[src/rtl/cic_ctrl_pkg.sv]
// Shared types and default constants for the CIC decimator controller.
// Defaults are also used when instantiating the CIC core itself.
package cic_ctrl_pkg;

    typedef enum logic [1:0] {
        S_IDLE   = 2'd0,
        S_RESET  = 2'd1,
        S_SETTLE = 2'd2,
        S_RUN    = 2'd3
    } state_t;

    localparam int RATIO_W = 16;
    localparam int CNT_W   = 16;

    localparam int unsigned DEF_RATIO      = 64;
    localparam int unsigned DEF_MIN_RATIO  = 4;
    localparam int unsigned DEF_MAX_RATIO  = 16'hFFFF;
    localparam int unsigned DEF_RST_CYCLES = 4;
    localparam int unsigned DEF_DISCARD    = 6;
    localparam int unsigned DEF_DW         = 31;

endpackage

[src/rtl/cic_ctrl_out_buf.sv]
// One-entry valid/ready holding register for CIC samples,
// with a saturating count of samples dropped while full.
module cic_out_buf #(
    parameter int DW    = 31,
    parameter int CNT_W = 16
) (
    input  logic             clk,
    input  logic             rst,
    input  logic             i_load,
    input  logic [DW-1:0]    i_data,
    input  logic             i_flush,
    input  logic             i_ready,
    output logic [DW-1:0]    o_data,
    output logic             o_valid,
    output logic [CNT_W-1:0] o_overrun
);

    logic [DW-1:0]    r_data;
    logic             r_valid;
    logic [CNT_W-1:0] r_overrun;

    always_ff @(posedge clk) begin
        if (rst) begin
            r_data    <= '0;
            r_valid   <= 1'b0;
            r_overrun <= '0;
        end else if (i_flush) begin
            r_valid <= 1'b0;
        end else if (i_load) begin
            if (!r_valid || i_ready) begin
                r_data  <= i_data;
                r_valid <= 1'b1;
            end else if (r_overrun != '1) begin
                // held sample wins; the new one is lost
                r_overrun <= r_overrun + CNT_W'(1);
            end
        end else if (r_valid && i_ready) begin
            r_valid <= 1'b0;
        end
    end

    assign o_data    = r_data;
    assign o_valid   = r_valid;
    assign o_overrun = r_overrun;

endmodule

[src/rtl/cic_ctrl.sv]
// Sequencer for the 5-stage CIC decimator: owns its reset and ratio,
// restarts on ratio change and turns d_clk/d_out into a valid/ready stream.
module cic_ctrl
    import cic_ctrl_pkg::*;
#(
    parameter int unsigned DEFAULT_RATIO = DEF_RATIO,
    parameter int unsigned MIN_RATIO     = DEF_MIN_RATIO,
    parameter int unsigned MAX_RATIO     = DEF_MAX_RATIO,
    parameter int unsigned RST_CYCLES    = DEF_RST_CYCLES,
    parameter int unsigned DISCARD       = DEF_DISCARD,
    parameter int          DW            = DEF_DW
) (
    input  logic               clk,
    input  logic               rst,
    input  logic               en,
    input  logic [RATIO_W-1:0] cfg_ratio,
    input  logic               cfg_valid,
    output logic               cfg_ready,
    output logic               cfg_err,
    output logic               cic_rst,
    output logic [RATIO_W-1:0] cic_decim,
    input  logic [DW-1:0]      cic_dout,
    input  logic               cic_dclk,
    output logic [DW-1:0]      out_data,
    output logic               out_valid,
    input  logic               out_ready,
    output logic [CNT_W-1:0]   overrun_cnt,
    output logic [1:0]         state,
    output logic               running
);

    state_t             r_state;
    state_t             w_next;
    logic [CNT_W-1:0]   r_rst_cnt;
    logic [CNT_W-1:0]   r_disc_cnt;
    logic [RATIO_W-1:0] r_decim;
    logic               r_dclk_q;
    logic               r_cic_rst;
    logic               r_cfg_ready;
    logic               r_cfg_err;
    logic               r_running;
    logic               w_strobe;
    logic               w_accept;
    logic               w_in_range;
    logic               w_restart;
    logic               w_cic_rst_nxt;
    logic               w_cfg_ready_nxt;
    logic               w_running_nxt;

    assign w_accept   = cfg_valid && r_cfg_ready;
    assign w_in_range = ({1'b0, cfg_ratio} >= 17'(MIN_RATIO)) &&
                        ({1'b0, cfg_ratio} <= 17'(MAX_RATIO));
    assign w_restart  = w_accept && w_in_range;
    assign w_strobe   = cic_dclk && !r_dclk_q &&
                        (r_state == S_SETTLE || r_state == S_RUN);

    always_ff @(posedge clk) begin
        if (rst) begin
            r_state     <= S_IDLE;
            r_cic_rst   <= 1'b1;
            r_cfg_ready <= 1'b0;
            r_running   <= 1'b0;
            r_dclk_q    <= 1'b0;
        end else begin
            r_state     <= w_next;
            r_cic_rst   <= w_cic_rst_nxt;
            r_cfg_ready <= w_cfg_ready_nxt;
            r_running   <= w_running_nxt;
            r_dclk_q    <= r_cic_rst ? 1'b0 : cic_dclk;
        end
    end

    always_comb begin
        w_next = r_state;
        unique case (r_state)
            S_IDLE: begin
                if (en) w_next = S_RESET;
            end
            S_RESET: begin
                if (!en)
                    w_next = S_IDLE;
                else if (r_rst_cnt == '0)
                    w_next = (DISCARD == 0) ? S_RUN : S_SETTLE;
            end
            S_SETTLE: begin
                if (!en)
                    w_next = S_IDLE;
                else if (w_restart)
                    w_next = S_RESET;
                else if (w_strobe && r_disc_cnt == CNT_W'(1))
                    w_next = S_RUN;
            end
            S_RUN: begin
                if (!en)
                    w_next = S_IDLE;
                else if (w_restart)
                    w_next = S_RESET;
            end
            default: w_next = S_IDLE;
        endcase
    end

    always_comb begin
        w_cic_rst_nxt   = (w_next == S_IDLE) || (w_next == S_RESET);
        w_cfg_ready_nxt = (w_next != S_RESET);
        w_running_nxt   = (w_next == S_RUN);
    end

    always_ff @(posedge clk) begin
        if (rst) begin
            r_rst_cnt  <= '0;
            r_disc_cnt <= '0;
        end else begin
            if (w_next == S_RESET && r_state != S_RESET)
                r_rst_cnt <= CNT_W'(RST_CYCLES - 1);
            else if (r_state == S_RESET && r_rst_cnt != '0)
                r_rst_cnt <= r_rst_cnt - CNT_W'(1);
            if (r_state == S_RESET && w_next == S_SETTLE)
                r_disc_cnt <= CNT_W'(DISCARD);
            else if (r_state == S_SETTLE && w_strobe)
                r_disc_cnt <= r_disc_cnt - CNT_W'(1);
        end
    end

    // ratio is latched even when en drops in the same cycle
    always_ff @(posedge clk) begin
        if (rst) begin
            r_decim   <= RATIO_W'(DEFAULT_RATIO);
            r_cfg_err <= 1'b0;
        end else begin
            r_cfg_err <= w_accept && !w_in_range;
            if (w_restart) r_decim <= cfg_ratio;
        end
    end

    cic_out_buf #(
        .DW    (DW),
        .CNT_W (CNT_W)
    ) u_out_buf (
        .clk       (clk),
        .rst       (rst),
        .i_load    (w_strobe && r_state == S_RUN),
        .i_data    (cic_dout),
        .i_flush   (w_cic_rst_nxt),
        .i_ready   (out_ready),
        .o_data    (out_data),
        .o_valid   (out_valid),
        .o_overrun (overrun_cnt)
    );

    assign cfg_ready = r_cfg_ready;
    assign cfg_err   = r_cfg_err;
    assign cic_rst   = r_cic_rst;
    assign cic_decim = r_decim;
    assign state     = r_state;
    assign running   = r_running;

endmodule

[config.mk]
export PLATFORM = sky130hd
export DESIGN_NAME = cic_ctrl
export DESIGN_NICKNAME = d
export VERILOG_FILES = /design/src/rtl/cic_ctrl_pkg.sv /design/src/rtl/cic_ctrl_out_buf.sv /design/src/rtl/cic_ctrl.sv
export SDC_FILE = /design/constraint.sdc
export NUM_CORES = 1
export LEC_CHECK = 0
export CORE_ASPECT_RATIO = 0.75
export CORE_MARGIN = 2
export CORE_UTILIZATION = 37
export DETAILED_ROUTE_END_ITERATION = 12
export PLACE_DENSITY_LB_ADDON = 0.12
export SLEW_MARGIN = 20
export SYNTH_ARGS = -nofsm -noshare
export SYNTH_HDL_FRONTEND = slang
export SYNTH_SLANG_ARGS = --single-unit
[constraint.sdc]
create_clock -name clk -period 3.25 [get_ports clk]
set_clock_uncertainty 0.15 [all_clocks]
set_input_delay 0.65 -clock clk [delete_from_list [all_inputs] [get_ports clk]]
set_output_delay 0.65 -clock clk [all_outputs]
set_load 0.1 [all_outputs]
* After elaboration in Yosys (flattened, before gate mapping)
Cells that the tools add are included.
Operators by class: add/sub/neg operators 3, order comparisons 1, equal/unequal tests 11, multiplexer cells 16, bitwise logic cells 2, reduce and logical (&&, ||, !) cells 32
Operators with widths (number):
- subtractor 16 x 1 -> 16 bit (second input constant) | 2
- 2-to-1 mux 2 bit | 10
- adder 16 x 1 -> 16 bit (second input constant) | 1
- equality test 16 x 1 -> 1 bit (second input constant) | 1
- greater-or-equal comparator 16 x 3 -> 1 bit (second input constant) | 1
- logical NOT 16 bit | 1
- inequality test 16 bit (second input constant) | 1
- nonzero test 16 bit | 1
- logical AND 1 bit | 12
- equality test 2 bit (second input constant) | 4
- case mux 2 bit (4 select lines) | 1
- OR reduction 2 bit | 4
- 2-to-1 mux 3 bit | 2
- nonzero test 2 bit | 3
- equality test 2 x 1 -> 1 bit (second input constant) | 2
- logical NOT 2 bit | 2
- inequality test 2 x 1 -> 1 bit (second input constant) | 2
- AND reduction 4 bit | 1
- logical NOT 1 bit | 3
- logical OR 1 bit | 3
- 2-to-1 mux 1 bit | 3
- AND reduction 3 bit | 1
- inequality test 2 bit (second input constant) | 1
- inverter 1 bit | 2
- AND reduction 2 bit | 1
Storage, ports and cells: bits in registers 103, input port bits 53, output and inout bits 70, word-level logic and storage cells 79

* Depth between registers and ports, before layout
Gate-level depths: netlist of the first run.
word-level depth 12, mapped depth 7, depth with buffers taken out 7

* By module
Synthesis of the first run repeated with hierarchy kept, for this count alone.
Unflattened totals: cells, all modules 535, area, all modules 4570.6 um^2
By module, submodules not included:
- cic_ctrl | instances 1, cells each 297, area each 2605.0 um^2
- cic_out_buf | instances 1, cells each 238, area each 1965.6 um^2

* Worst setup path before layout of the first run
No wires, ideal clock.
path type register to register, from register u_out_buf.r_overrun[0], in the netlist u_out_buf.o_overrun[0], to register u_out_buf.r_overrun[1], in the netlist u_out_buf.o_overrun[1], setup time 0.128 ns, arrival 2.607 ns, data required time 2.972 ns, path slack 0.366 ns, cell stages (with the launch flop) 8, buffers on the path 1, period minus slack after synthesis 2.884 ns, path through dfxtp_1 -> ha_1 -> nand2_1 -> nor4_2 -> a311o_1 -> buf_2 -> mux2i_1 -> nor2_1
On the way: cells in the longest elaborated chain, start to end 2
RTL lines:
- start, declared | line cic_ctrl_out_buf.sv:20 | logic [CNT_W-1:0] r_overrun;
- start signal, assigned | line cic_ctrl_out_buf.sv:35 | r_overrun <= r_overrun + CNT_W'(1);
- branches (longest 2 deep; another with adder 16 x 1 -> 16 bit)
Several ways; the timed one is not identified. A chain may end at the register's enable or synchronous reset.

* Worst setup path in the final report of the first run
from input port cfg_ratio[4], to register u_out_buf.r_overrun[9], in the netlist u_out_buf.o_overrun[9]
On the way: cells in the longest elaborated chain, start to end 9
RTL lines:
- start, declared | line cic_ctrl.sv:16 | input logic [RATIO_W-1:0] cfg_ratio,
- greater-or-equal comparator 16 x 3 -> 1 bit * | line cic_ctrl.sv:51 | assign w_in_range = ({1'b0, cfg_ratio} >= 17'(MIN_RATIO)) &&
- logical AND 1 bit * | line cic_ctrl.sv:53 | assign w_restart = w_accept && w_in_range;
- 2-to-1 mux 2 bit, on equally long branches | line cic_ctrl.sv:96, cic_ctrl.sv:88
- 2-to-1 mux 2 bit, on equally long branches | line cic_ctrl.sv:94, cic_ctrl.sv:86
- case mux 2 bit (4 select lines) * | line cic_ctrl.sv:75 | unique case (r_state)
- equality test 2 x 1 -> 1 bit or logical NOT 2 bit (tied branches) | line cic_ctrl.sv:104 | w_cic_rst_nxt = (w_next == S_IDLE) || (w_next == S_RESET);
- logical OR 1 bit * | line cic_ctrl.sv:104
- inverter 1 bit (no source line) *
- AND reduction 4 bit (no source line) *
Mark *: on every way between the ends. The rest lies on a longest branch, timed or not.

==> results.toml, run 1 <==
[status]
status = "finished clean"

[setup_path]
worst-path-stages = 6
path_buf_inv = 1
worst-setup-path-type = "in2reg"
crit_chain = "clkdlybuf4s50_1, nor4_4, a41oi_2, a311o_1, nor3_1, mux2_2"
crit_required_ns = 3.34
endpoint_kind = "flop"
crit_family = "compound AO/OA/AOI/OAI gates"
r2r_cells = 7
arrival_ns = 2.82
r2r-start = "u_out_buf.o_overrun[0]"
worstSetupStartpointType = "input pin"
timing.rr.end = "u_out_buf.o_overrun[9]"
slowest_stage = "a311o_1"
critical_path.max_stage_delay_ns = 0.56
r2r_slack_ns = 0.84
cp-endpoint = "u_out_buf.o_overrun[9]"
startpoint = "cfg_ratio[4]"
cp_max_fo = 19

[finish]
nFillCells = 1111
nNetsFinal = 692
antenna_cells = 0
syn_to_final_growth_pct = 35.6
final_area_mm2 = 0.00587
layout-drive-gt1-share = 0.173

[die]
chipHeight_um = 97.7
ioPinCount = 123
start_util = 0.377
die-area_mm2 = 0.0126
coreArea_mm2 = 0.0115
num_rows = 34
die_x_um = 129

[place]
placed_area_mm2 = 0.00552
dp_hpwl_mm = 7.92
io_buffers = 122
dp_slack_ns = 0.134
gp_congestion = 0.792

[sta]
final_hold_viol_count = 0
slew_viol_final = 0
relSlewSlack = 0.516
worst_pin_slew_ns = 0.724
finalCritPeriodShare = 0.839
layout_setup_ws_ns = 0.524
fmaxAchievable_ghz = 0.367
finalCriticalPeriod_ns = 2.73
setup_violations = 0
rsz0062_at_grt = "no"
setup_tns_ns = 0

[clock_tree]
clkSinkCount = 103
clk_latency_ns = 0.34
htreeDepth = 3
path_clk_slew_ns = 0.07
max-clock-path-buffers = 2
cts_setup_buffers = 0
cts_buffers = 9
cts_hold_buf = 0
postCtsResizedCells = 0
root_buffer = "clkbuf_16"
cts_tree = "built"

[synth]
syn-cell-area_mm2 = 0.00433
syn_nets = 576
post-synth-top-area-cell = "dfxtp_1"
synth_edf_count = 0
syn-mean-instance-area_um2 = 8.35
netlist_top_cells_area = "dfxtp_1, nand2_1, a21oi_1, nor2_1, xnor2_1"
yosys_warnings = 0
ys.flop_type = "dfxtp_1"
syn_inst = 519
ys_async_sr_fraction = 0
synth_cell_type_count = 48
synth_top_area_frac = 0.476
yosysSeqAreaShare = 0.476
ys_ff_latch = 103

[routing]
num_vias = 3905
drtPass1Iterations = 5
first_iter_violations = 173
ant_nets = 0
wl_per_cell_um = 13.8
vias_per_cell = 4.98
drcViolationCount = 0
routed_wl_mm = 10.8

[power]
power_leakage_uw = 0.00219
peakVddDrop_v = 0.000272
finalPower_uw = 2980
p_per_area_mw_per_mm2 = 507

[global_route]
grt_max_degree = 33
grt_pass1_vias = 3762
antenna_found_initial = 0
grt-ovfl-total = 0
grt_usage = 0.180
grt_pass1_wl_mm = 18.3

[hold_path]
hp-start = "cic_rst"
holdPathStages = 1
hp-class = "reg2reg"

[run]
cap_violations = 0
[state kept, by name, indices dropped and copies added, names as in the netlist, 2 cells and up]
signal and cells:
cic_decim 16, r_rst_cnt 16, u_out_buf.o_data 31, state 2
r_disc_cnt 16, u_out_buf.o_overrun 16
[power by group]
part | switching [uW] | total (uW) | leakage, uW | internal [uW]
registers | 28.4 | 1320 | 0.000833 | 1290
clock network | 496 | 1260 | 0.000171 | 764
logic | 249 | 396 | 0.00118 | 147
[how the worst min path moves through the flow]
| stage | slack [ns] | end |
|---|---|---|
| floorplan | 0.31 | r_rst_cnt[9] |
| global placement | 0.26 | r_dclk_q |
| detailed placement | 0.27 | r_dclk_q |
| CTS | 0.28 | r_dclk_q |
| global route | 0.30 | r_dclk_q |
| finish | 0.27 | r_dclk_q |
[Yosys cell counts, drive strengths merged, types with 8 or more instances]
cell type,number
clkbuf,19
or3,11
o21ai,10
nand4,10
nor2,46
nor4,17
inv,10
nand2,112
a21oi,61
xnor2,19
dfxtp,103
nor3,11
xor2,13
buf,8
nand3,11
[per-stage QoR]
step	utilization	instances	hold slack [ns]
3_3_place_gp	0.481	768	0.264
2_1_floorplan	-	519	0.311
5_1_grt	0.511	784	0.298
4_1_cts	0.511	784	0.275
3_5_place_dp	0.481	768	0.265
6_report	0.511	784	0.275
[routing by layer]
metal	up-vias	GRT usage	share of wire
met3	9	0.0545	0.053
met5	-	0	0
met2	80	0.269	0.44
met4	0	0.0527	0.0096
li1	2007	-	-
met1	1809	0.250	0.49
[placed cells by master, fill, tap and decap left out, types with 4 or more instances in the layout]
cell and n:
nand4_1 10, dfxtp_1 103, nor3_1 11, nand3_1 11, a21oi_1 61, or3_1 11, xor2_1 13, clkdlybuf4s50_1 51
nor2_1 45, nand2_1 112, nor3b_1 4, inv_6 4, or4_1 4, buf_4 80, nand2b_1 4, nor4_1 11
a31oi_1 4, ha_1 4, inv_1 10, clkbuf_16 9, xnor2_1 19, o21ai_0 10, nand3b_1 6
[kinds of logic (layout without fill, tap and decap cells)]
| kind of cell | after synthesis | after routing | synth area share |
|---|---|---|---|
| flops | 103 | 103 | 0.476 |
| xor+xnor | 32 | 32 | 0.0647 |
| mux | 2 | 2 | 0.00491 |
| simple gates | 254 | 254 | 0.296 |
| buf+inv | 37 | 158 | 0.0335 |
| compound gates | 87 | 87 | 0.113 |
| fa+ha+maj | 4 | 4 | 0.0116 |
[cell type report]
type	instances	area, um2	share of cell area
clock inverters	7	125	0.0213
multi-input cells	379	2130	0.362
repair buffers	132	1120	0.190
inverters	10	37.5	0.00639
clock buffers	9	225	0.0383
well taps	144	180	0.0307
flip-flops and latches	103	2060	0.351
(Power assumes the default switching activity.)
==> inputs of run 2 (changes only) <==
- clock period: 3.25 -> 2.8 ns (I/O delays scaled with it)
==> run 2 against run 1 <==
Compared with the run above:
- design area grew 0.92%
- first-iteration DRC count decreased by 23%
- count of clock-buffer cells in the layout up 1
- worst setup slack worse by 0.31 ns
- power grew 13%
- die area did not move
- combinational power grew 19%
- routed wire length up 1.2%
- clock power increased by 7%
- final cell count is 1.1% higher
- sequential share of layout area decreased by 0.28 points
- global-route usage fell by 0.074 points
- critical path type unchanged
- critical endpoint is now u_out_buf.o_overrun[2]
- highest routed layer unchanged
==> results.toml, run 2 (synthesis results as in run 1) <==
[status]
status = "finished clean"

[power]
p_per_area_mw_per_mm2 = 565
peakVddDrop_v = 0.000316
combPwrFrac = 0.141
switching_share = 0.263
pwr-share-seq = 0.457
p_sw_uw = 881
finalPower_uw = 3350
intPower_uw = 2470
pwr-share-clk = 0.402
power_leakage_uw = 0.00221

[setup_path]
slowest_stage = "a311o_1"
crit_chain = "clkdlybuf4s50_1, nor4_4, a41oi_2, a311o_1, buf_4, or3_1, a21oi_1"
crit_required_ns = 2.93
endpoint_kind = "flop"
critical_path.max_stage_delay_ns = 0.51
path_buf_inv = 2
cp_max_fo = 14
crit_family = "compound AO/OA/AOI/OAI gates"
worst-setup-path-type = "in2reg"
arrival_ns = 2.72
worstSetupStartpointType = "input pin"

[routing]
first_iter_violations = 134
num_vias = 3931
ant_nets = 0
drcViolationCount = 0
vias_per_cell = 4.96
routed_wl_mm = 11.0
drtPass1Iterations = 4
wl_per_cell_um = 13.8

[place]
dp_hpwl_mm = 7.92
io_buffers = 122
placed_area_mm2 = 0.00561
gp_congestion = 0.782
dp_cells = 777

[die]
die_x_um = 129
start_util = 0.377
num_rows = 34
chipHeight_um = 97.7
coreArea_mm2 = 0.0115
die-area_mm2 = 0.0126
ioPinCount = 123

[finish]
syn_to_final_growth_pct = 36.8
layout-drive-gt1-share = 0.186
most-common-layout-cells = "nand2_1, dfxtp_1, buf_4"
post-route-util = 0.516
layout_commonest_cell = "nand2_1"
final_area_mm2 = 0.00593
largest_reg_flops = 31
antenna_cells = 0
instances_no_fill = 793
nFillCells = 1120
nNetsFinal = 701

[sta]
finalCritPeriodShare = 0.925
fmaxAchievable_ghz = 0.386
worst_pin_slew_ns = 0.750
setup_violations = 0
setup_tns_ns = 0
finalCriticalPeriod_ns = 2.59
relSlewSlack = 0.500
final_hold_viol_count = 0
rsz0062_at_grt = "no"
slew_viol_final = 0

[global_route]
grt-ovfl-total = 0
grtUsageMet1 = 0.233
use_met3 = 0.0672
antenna_found_initial = 0
top_usage_layer = "met2"
grt_max_degree = 40
grt_usage = 0.179
grt_pass1_vias = 3784
met2_usage = 0.277
grt_pass1_wl_mm = 18.2

[clock_tree]
cts_buffers = 9
path_clk_slew_ns = 0.07
cts_tree = "built"
cts_hold_buf = 0
htreeDepth = 3
clkSinkCount = 103
clk_latency_ns = 0.34
max-clock-path-buffers = 2
postCtsResizedCells = 0
root_buffer = "clkbuf_16"
cts_setup_buffers = 0

[hold_path]
hp-class = "reg2reg"

[run]
cap_violations = 0
## run 2: path summary, 6_finish.rpt
check / start / to / slack, ns / depth (start not counted)
setup reg to reg: u_out_buf.o_overrun[0] / u_out_buf.o_overrun[1] / 0.49 / 8
hold reg to reg: u_out_buf.o_data[14] / u_out_buf.o_data[14] / 0.31 / 2
setup / recovery: cfg_ratio[11] / u_out_buf.o_overrun[2] / 0.21 / 7
hold / removal: u_out_buf.o_data[14] / u_out_buf.o_data[14] / 0.31 / 2
## run 2: cell type report
cell class | instances | area, um2 | area share
Sequential cell | 103 | 2060 | 0.348
Tap cell | 144 | 180 | 0.0304
Timing Repair Buffer | 141 | 1200 | 0.202
Multi-Input combinational cell | 379 | 2130 | 0.359
Inverter | 10 | 37.5 | 0.00633
Clock buffer | 10 | 229 | 0.0386
Clock inverter | 6 | 92.6 | 0.0156
## run 2: tightest hold or removal path, delay by kind of cell, from the launching register on
kind / cells / cell delay, ns
flops: 1 / 0.31
simple gates: 1 / 0.05
compound gates: 1 / 0.05
## run 2: power groups by stage
stage	Clock, uW	Combinational, uW	Sequential (uW)
floorplan	0	204	1660
global placement	0	467	1560
detailed placement	0	471	1560
global route	1450	509	1540
CTS	1400	474	1530
finish	1350	472	1530
## run 2: through the flow
step,setup WS (ns),hold WS (ns)
2_1_floorplan,0.00164,0.311
3_3_place_gp,-0.115,0.293
3_5_place_dp,-0.150,0.299
4_1_cts,0.220,0.309
5_1_grt,0.104,0.329
6_report,0.210,0.306
## run 2: metal layers
layer  vias up  share of wire
met4         0         0.0093
met1      1818           0.48
met5         -              0
met3        10          0.065
li1       2030              -
met2        73           0.45
